### src/rtl/mc_control_unit_if.sv
// Control-unit bundle: instruction fields and status in, datapath control strobes out.
// The master side is the control FSM; the slave side is the datapath/memory.
interface mc_control_unit_if #(
    parameter int OP_W = 6,
    parameter int FN_W = 6
) ();
    logic [OP_W-1:0] op;
    logic [FN_W-1:0] funct;
    logic            zero;
    logic            mem_ready;
    logic            PCWrite_C;
    logic [1:0]      PCSrc;
    logic            BranchCond;
    logic            IRWrite;
    logic            RegWrite;
    logic [1:0]      RegDst;
    logic [1:0]      WrSrc;
    logic            ALUSrcB;
    logic            ExtSel;
    logic [2:0]      ALUOp;
    logic            mRD;
    logic            mWR;
    logic [3:0]      state;
    logic            halted;

    modport master (
        input  op, funct, zero, mem_ready,
        output PCWrite_C, PCSrc, BranchCond, IRWrite, RegWrite, RegDst, WrSrc,
               ALUSrcB, ExtSel, ALUOp, mRD, mWR, state, halted
    );

    modport slave (
        output op, funct, zero, mem_ready,
        input  PCWrite_C, PCSrc, BranchCond, IRWrite, RegWrite, RegDst, WrSrc,
               ALUSrcB, ExtSel, ALUOp, mRD, mWR, state, halted
    );
endinterface

### src/rtl/mc_control_unit.sv
// Multi-cycle CPU control FSM: IF/ID/EXE/MEM/WB sequencing with Moore-style controls
// decoded from the op/funct latched when leaving IF.
module mc_control_unit #(
    parameter int OP_W = 6,
    parameter int FN_W = 6
) (
    input  logic                CLK,
    input  logic                Reset,
    mc_control_unit_if.master   bus
);
    typedef enum logic [3:0] {
        S_IF     = 4'd0,
        S_ID     = 4'd1,
        S_EXE_AL = 4'd2,
        S_EXE_BR = 4'd3,
        S_EXE_LS = 4'd4,
        S_MEM    = 4'd5,
        S_WB_AL  = 4'd6,
        S_WB_LW  = 4'd7,
        S_HALT   = 4'd8
    } state_t;

    localparam logic [OP_W-1:0] OP_RTYPE = OP_W'(6'b000000);
    localparam logic [OP_W-1:0] OP_J     = OP_W'(6'b000010);
    localparam logic [OP_W-1:0] OP_JAL   = OP_W'(6'b000011);
    localparam logic [OP_W-1:0] OP_BEQ   = OP_W'(6'b000100);
    localparam logic [OP_W-1:0] OP_BNE   = OP_W'(6'b000101);
    localparam logic [OP_W-1:0] OP_ADDI  = OP_W'(6'b001000);
    localparam logic [OP_W-1:0] OP_ORI   = OP_W'(6'b001101);
    localparam logic [OP_W-1:0] OP_LW    = OP_W'(6'b100011);
    localparam logic [OP_W-1:0] OP_SW    = OP_W'(6'b101011);

    localparam logic [FN_W-1:0] FN_JR    = FN_W'(6'b001000);
    localparam logic [FN_W-1:0] FN_ADD   = FN_W'(6'b100000);
    localparam logic [FN_W-1:0] FN_SUB   = FN_W'(6'b100010);
    localparam logic [FN_W-1:0] FN_AND   = FN_W'(6'b100100);
    localparam logic [FN_W-1:0] FN_OR    = FN_W'(6'b100101);
    localparam logic [FN_W-1:0] FN_SLT   = FN_W'(6'b101010);

    localparam logic [2:0] ALU_ADD = 3'b000;
    localparam logic [2:0] ALU_SUB = 3'b001;
    localparam logic [2:0] ALU_AND = 3'b010;
    localparam logic [2:0] ALU_OR  = 3'b011;
    localparam logic [2:0] ALU_SLT = 3'b100;

    state_t          r_state;
    state_t          w_next;
    logic [OP_W-1:0] r_op;
    logic [FN_W-1:0] r_funct;

    logic       w_pcw, w_bc, w_irw, w_rw, w_asb, w_ext, w_mrd, w_mwr, w_halted;
    logic [1:0] w_pcsrc, w_regdst, w_wrsrc;
    logic [2:0] w_aluop;
    logic       w_is_r, w_is_jr, w_is_lw;

    assign w_is_r  = (r_op == OP_RTYPE);
    assign w_is_jr = w_is_r && (r_funct == FN_JR);
    assign w_is_lw = (r_op == OP_LW);

    always_ff @(posedge CLK) begin
        if (Reset) begin
            r_state <= S_IF;
            r_op    <= '0;
            r_funct <= '0;
        end else begin
            r_state <= w_next;
            if (r_state == S_IF) begin
                r_op    <= bus.op;
                r_funct <= bus.funct;
            end
        end
    end

    always_comb begin
        w_next   = r_state;
        w_pcw    = 1'b0;
        w_pcsrc  = 2'b00;
        w_bc     = 1'b0;
        w_irw    = 1'b0;
        w_rw     = 1'b0;
        w_regdst = 2'b00;
        w_wrsrc  = 2'b00;
        w_asb    = 1'b0;
        w_ext    = 1'b0;
        w_aluop  = ALU_ADD;
        w_mrd    = 1'b0;
        w_mwr    = 1'b0;
        w_halted = 1'b0;

        case (r_state)
            S_IF: begin
                w_irw  = 1'b1;
                w_next = S_ID;
            end
            S_ID: begin
                if (r_op == OP_J) begin
                    w_pcw   = 1'b1;
                    w_pcsrc = 2'b10;
                    w_next  = S_IF;
                end else if (r_op == OP_JAL) begin
                    w_pcw    = 1'b1;
                    w_pcsrc  = 2'b10;
                    w_rw     = 1'b1;
                    w_regdst = 2'b10;
                    w_wrsrc  = 2'b10;
                    w_next   = S_IF;
                end else if (w_is_jr) begin
                    w_pcw   = 1'b1;
                    w_pcsrc = 2'b11;
                    w_next  = S_IF;
                end else if (w_is_r || r_op == OP_ADDI || r_op == OP_ORI) begin
                    w_next = S_EXE_AL;
                end else if (r_op == OP_BEQ || r_op == OP_BNE) begin
                    w_next = S_EXE_BR;
                end else if (w_is_lw || r_op == OP_SW) begin
                    w_next = S_EXE_LS;
                end else begin
                    w_next = S_HALT;
                end
            end
            S_EXE_AL: begin
                w_next = S_WB_AL;
                if (w_is_r) begin
                    case (r_funct)
                        FN_ADD:  w_aluop = ALU_ADD;
                        FN_SUB:  w_aluop = ALU_SUB;
                        FN_AND:  w_aluop = ALU_AND;
                        FN_OR:   w_aluop = ALU_OR;
                        FN_SLT:  w_aluop = ALU_SLT;
                        default: w_aluop = ALU_ADD;
                    endcase
                end else if (r_op == OP_ADDI) begin
                    w_asb = 1'b1;
                    w_ext = 1'b1;
                end else begin
                    w_asb   = 1'b1;
                    w_aluop = ALU_OR;
                end
            end
            S_WB_AL: begin
                w_rw     = 1'b1;
                w_regdst = w_is_r ? 2'b01 : 2'b00;
                w_pcw    = 1'b1;
                w_next   = S_IF;
            end
            S_EXE_BR: begin
                w_aluop = ALU_SUB;
                w_pcw   = 1'b1;
                w_pcsrc = 2'b01;
                w_bc    = (r_op == OP_BNE) ? ~bus.zero : bus.zero;
                w_next  = S_IF;
            end
            S_EXE_LS: begin
                w_asb  = 1'b1;
                w_ext  = 1'b1;
                w_next = S_MEM;
            end
            S_MEM: begin
                // Strobes come from the latched opcode so they stay flat through wait cycles.
                w_mrd = w_is_lw;
                w_mwr = ~w_is_lw;
                if (bus.mem_ready) begin
                    if (w_is_lw) begin
                        w_next = S_WB_LW;
                    end else begin
                        w_pcw  = 1'b1;
                        w_next = S_IF;
                    end
                end
            end
            S_WB_LW: begin
                w_rw    = 1'b1;
                w_wrsrc = 2'b01;
                w_pcw   = 1'b1;
                w_next  = S_IF;
            end
            S_HALT: begin
                w_halted = 1'b1;
            end
            default: w_next = S_IF;
        endcase

        if (Reset) begin
            w_pcw    = 1'b0;
            w_pcsrc  = 2'b00;
            w_bc     = 1'b0;
            w_irw    = 1'b0;
            w_rw     = 1'b0;
            w_regdst = 2'b00;
            w_wrsrc  = 2'b00;
            w_asb    = 1'b0;
            w_ext    = 1'b0;
            w_aluop  = ALU_ADD;
            w_mrd    = 1'b0;
            w_mwr    = 1'b0;
            w_halted = 1'b0;
        end
    end

    assign bus.PCWrite_C  = w_pcw;
    assign bus.PCSrc      = w_pcsrc;
    assign bus.BranchCond = w_bc;
    assign bus.IRWrite    = w_irw;
    assign bus.RegWrite   = w_rw;
    assign bus.RegDst     = w_regdst;
    assign bus.WrSrc      = w_wrsrc;
    assign bus.ALUSrcB    = w_asb;
    assign bus.ExtSel     = w_ext;
    assign bus.ALUOp      = w_aluop;
    assign bus.mRD        = w_mrd;
    assign bus.mWR        = w_mwr;
    assign bus.halted     = w_halted;
    assign bus.state      = Reset ? 4'd0 : r_state;
endmodule

### src/flat_wrapper.sv
// flat-port wrapper written by rule: the top's interface ports become plain ports
module mc_control_unit_flat 
#(
    parameter int OP_W = 6,
    parameter int FN_W = 6
)
  (CLK, Reset, bus_op, bus_funct, bus_zero, bus_mem_ready, bus_PCWrite_C, bus_PCSrc, bus_BranchCond, bus_IRWrite, bus_RegWrite, bus_RegDst, bus_WrSrc, bus_ALUSrcB, bus_ExtSel, bus_ALUOp, bus_mRD, bus_mWR, bus_state, bus_halted);
  mc_control_unit_if #(.OP_W(OP_W), .FN_W(FN_W)) bus_i ();
  input  logic CLK;
  input  logic Reset;
  input wire logic [$bits(bus_i.op)-1:0] bus_op;
  input wire logic [$bits(bus_i.funct)-1:0] bus_funct;
  input wire logic [$bits(bus_i.zero)-1:0] bus_zero;
  input wire logic [$bits(bus_i.mem_ready)-1:0] bus_mem_ready;
  output wire logic [$bits(bus_i.PCWrite_C)-1:0] bus_PCWrite_C;
  output wire logic [$bits(bus_i.PCSrc)-1:0] bus_PCSrc;
  output wire logic [$bits(bus_i.BranchCond)-1:0] bus_BranchCond;
  output wire logic [$bits(bus_i.IRWrite)-1:0] bus_IRWrite;
  output wire logic [$bits(bus_i.RegWrite)-1:0] bus_RegWrite;
  output wire logic [$bits(bus_i.RegDst)-1:0] bus_RegDst;
  output wire logic [$bits(bus_i.WrSrc)-1:0] bus_WrSrc;
  output wire logic [$bits(bus_i.ALUSrcB)-1:0] bus_ALUSrcB;
  output wire logic [$bits(bus_i.ExtSel)-1:0] bus_ExtSel;
  output wire logic [$bits(bus_i.ALUOp)-1:0] bus_ALUOp;
  output wire logic [$bits(bus_i.mRD)-1:0] bus_mRD;
  output wire logic [$bits(bus_i.mWR)-1:0] bus_mWR;
  output wire logic [$bits(bus_i.state)-1:0] bus_state;
  output wire logic [$bits(bus_i.halted)-1:0] bus_halted;
  assign bus_i.op = bus_op;
  assign bus_i.funct = bus_funct;
  assign bus_i.zero = bus_zero;
  assign bus_i.mem_ready = bus_mem_ready;
  assign bus_PCWrite_C = bus_i.PCWrite_C;
  assign bus_PCSrc = bus_i.PCSrc;
  assign bus_BranchCond = bus_i.BranchCond;
  assign bus_IRWrite = bus_i.IRWrite;
  assign bus_RegWrite = bus_i.RegWrite;
  assign bus_RegDst = bus_i.RegDst;
  assign bus_WrSrc = bus_i.WrSrc;
  assign bus_ALUSrcB = bus_i.ALUSrcB;
  assign bus_ExtSel = bus_i.ExtSel;
  assign bus_ALUOp = bus_i.ALUOp;
  assign bus_mRD = bus_i.mRD;
  assign bus_mWR = bus_i.mWR;
  assign bus_state = bus_i.state;
  assign bus_halted = bus_i.halted;
  mc_control_unit #(.OP_W(OP_W), .FN_W(FN_W)) u_core (.CLK(CLK), .Reset(Reset), .bus(bus_i));
endmodule
### config.mk
export PLATFORM = sky130hd
export DESIGN_NAME = mc_control_unit_flat
export DESIGN_NICKNAME = d
export VERILOG_FILES = /design/src/rtl/mc_control_unit_if.sv /design/src/rtl/mc_control_unit.sv /design/src/flat_wrapper.sv
export SDC_FILE = /design/constraint.sdc
export NUM_CORES = 1
export LEC_CHECK = 0
export BUFFER_PORTS_ARGS = -buffer_cell sky130_fd_sc_hd__clkbuf_2
export CORE_UTILIZATION = 45
export CTS_CLUSTER_DIAMETER = 150
export DETAILED_ROUTE_END_ITERATION = 12
export PLACE_DENSITY = 0.81
export SYNTH_ARGS = -nofsm -noshare
export SYNTH_HDL_FRONTEND = slang
export SYNTH_SLANG_ARGS = --single-unit
### constraint.sdc
create_clock -name CLK -period 2.2 [get_ports CLK]
set_input_delay 0.44 -clock CLK [delete_from_list [all_inputs] [get_ports CLK]]
set_output_delay 0.44 -clock CLK [all_outputs]
set_load 0.05 [all_outputs]
==> impl_metrics.csv <==
group,metric,value,unit
sta,worstMarginPinSlew,0.308,ns
power_and_ir_drop,seqPwrFrac,0.294,
finish,antenna_cells,0,
grt,grt_pass1_wl,4.88,mm
sta,hold_ws,0.351,ns
hold_path,hold_depth,3,
synthesis,synth-xor-area-share,0.00784,
clock_tree,path_clk_slew,0.09,ns
grt,grt_usage,0.242,
routing,avgViaCountPerCell,5.74,
critical_path,critPathKind,"reg2out",
clock_tree,cts_sinks,16,
finish,fillers,202,
synthesis,synth_top_family_by_area,"simple AND/OR/NAND/NOR gates",
sta,hold_viol_final,0,
sta,slew_headroom,0.794,
synthesis,syn_area,1120,sq um
grt,grt_max_degree,17,
critical_path,worstSetupStartpointType,"register",
routing,drt-pass1-iter-count,4,
finish,mostFrequentLayoutCell,"nand2_1",
critical_path,critPathMaxFanout,8,
clock_tree,cts_buffers,3,
synthesis,yosysUniqueCellTypes,42,
placement,gp_congestion,0.940,
sta,rsz0062_at_grt,"yes",
clock_tree,cts_root_buffer,"clkbuf_4",
floorplan,die_h,51.8,um
power_and_ir_drop,swShare,0.512,
synthesis,ys_ff_latch,16,
routing,met2_length,1.55,mm
power_and_ir_drop,power.leakage,0.624,nW
power_and_ir_drop,combPwrFrac,0.618,
floorplan,pin_count,38,
finish,seq_area,333,sq um
sta,period_needed,2.22,ns
critical_path,arrival,1.78,ns
synthesis,synthArstFlopShare,0,
synthesis,seq_area_frac_synth,0.287,
sta,slew_viol_final,0,
floorplan,fp.coreArea,2280,sq um
routing,route.met3.wl,104,um
hold_path,min-delay-path-class,"in2reg",
placement,dp_hpwl,2.32,mm
finish,multiInputGateArea,808,sq um
sta,finClkSkew,0.00665,ns
floorplan,start_util,0.491,
grt,grt_antenna_before_repair,0,
grt,grt_pass1_vias,1120,
routing,via_count,1263,
power_and_ir_drop,power_frac_clock,0.088,
critical_path,crit_path_end_kind,"output pin",
synthesis,synth-main-ff-cell,"dfxtp_1",
routing,met1Wirelength,1.31,mm
floorplan,die_x,51.8,um
synthesis,synth_edf_count,0,
synthesis,netlist_instances,153,
synthesis,syn_nets,169,
power_and_ir_drop,p_switching,1.11,mW
critical_path,r2r_cells,4,
run_status,status,"finished, violations left",
floorplan,die_area,2690,sq um
finish,area_delta_synth_final,34.8,%
floorplan,rows,17,
synthesis,synthSimpleGateAreaFrac,0.452,
synthesis,synth_fa_ha_area_frac,0,
clock_tree,worstSkewPairLatency,0.29,ns
sta,setup-violations-final,2,
sta,finalWorstSetupSlack,-0.0165,ns
sta,max_freq,451,MHz
placement,io_buffers,37,
critical_path,cp.required,1.76,ns
finish,fin_util,0.662,
grt,grt.overflow.total,0,
run_status,violations,"negative setup slack",
run,drv_cap,0,
finish,drive_gt1_frac,0.391,
power_and_ir_drop,p_int,1.05,mW
routing,top_layer,"met4",
synthesis,syn_area_per_cell,7.30,sq um
sta,min_period_over_period,1.01,
synthesis,synth_compound_area_frac,0.181,
placement,place_ws,0.171,ns
routing,drcViolationCount,0,
synthesis,yosys_warnings,0,
clock_tree,ctsHoldBuffers,0,
routing,wire_per_inst,13.6,um
synthesis,synth_mux_area_frac,0,
clock_tree,cts_tree,"done",
finish,final_nets,209,
finish,final_cell_mix,"32 x nand2_1, 25 x clkbuf_2, 16 x a21oi_1, 14 x nor2_1, 11 x buf_4",
routing,antenna_left,0,
power_and_ir_drop,powerDensity,1430,nW/um^2
routing,first_iter_violations,27,
power_and_ir_drop,peakVddDrop,1.17,mV
routing,routed_wl,2.99,mm
clock_tree,clk_path_buf_depth,2,
clock_tree,htreeDepth,1,
## layer usage
metal  global-route usage  vias up
li1                     -      625
met1                0.293      595
met2                0.434       39
met3               0.0263        4
met4               0.0856        0
met5                    0        -
## final cells by class
type                    instances  area share
clock buffers                   4      0.0241
inverters                       3     0.00748
repair buffers                 45       0.188
flip-flops and latches         16       0.221
well taps                      28      0.0233
multi-input cells             124       0.537
## kinds of logic (layout without fill, tap and decap cells)
family,Yosys count,count (layout)
xor gates and xnor gates,1,1
AOI/OAI and AO/OA,33,33
DFF,16,16
buffers and inverters,13,52
and+or+nand+nor,90,90
## power by group through the flow
stage          clock [mW]  combinational [mW]  sequential [mW]
2_1_floorplan           0                1.11            0.526
3_3_place_gp            0                1.24            0.588
3_5_place_dp            0                1.28            0.601
4_1_cts             0.196                1.30            0.606
5_1_grt             0.208                1.45            0.664
6_report            0.191                1.33            0.635
## synth_stat cells (3+ instances only)
cell type | number | area, sq um
nand2_1 | 32 | 120
a21oi_1 | 16 | 80.1
dfxtp_1 | 16 | 320
nor2_1 | 14 | 52.6
nand3b_1 | 6 | 45.0
nor2b_1 | 6 | 37.5
nand3_1 | 4 | 20.0
nor3_1 | 4 | 20.0
a31oi_1 | 3 | 18.8
buf_6 | 3 | 33.8
clkbuf_1 | 3 | 11.3
nand2b_1 | 3 | 18.8
nor4_1 | 3 | 18.8
o21ai_0 | 3 | 15.0
o32ai_1 | 3 | 26.3
## path summary, 6_finish.rpt
check	from	to	slack [ns]
worst max register to register	u_core.r_state[0]	u_core.r_state[2]	0.73
worst max-delay path	u_core.r_op[2]	bus_PCWrite_C	-0.02
worst min-delay path	bus_op[5]	u_core.r_op[5]	0.35
worst min register to register	u_core.r_funct[3]	u_core.r_funct[3]	0.50
## per-stage QoR
step / TNS, ns / instances / power (mW) / instance area (sq um)
finish: -0.0286 / 220 / 2.16 / 1510
global route: -0.126 / 220 / 2.32 / 1510
CTS: -0.00915 / 219 / 2.11 / 1470
detailed placement: 0 / 215 / 1.88 / 1380
global placement: 0 / 215 / 1.83 / 1380
floorplan: -0.389 / 153 / 1.64 / 1180
## flip-flops by register name, indices dropped and copies added, names as in the netlist
signal and cells:
u_core.r_state 4, u_core.r_op 6, u_core.r_funct 6
## critical path, cell delays in order (launching register included)
cell and delay, ns:
dfxtp_4 0.38, nor4_4 0.31, nand4_1 0.24, and2_4 0.22
o32ai_2 0.11, clkbuf_8 0.23
## what timing repair did
item / CTS / global route
setup buffers: 0 / 1
resized for setup: 15 / 17
setup endpoints to repair: 11 / 15
hold endpoints to repair: 0 / 0
pin swaps: 2 / 1
(Power assumes the default switching activity.)
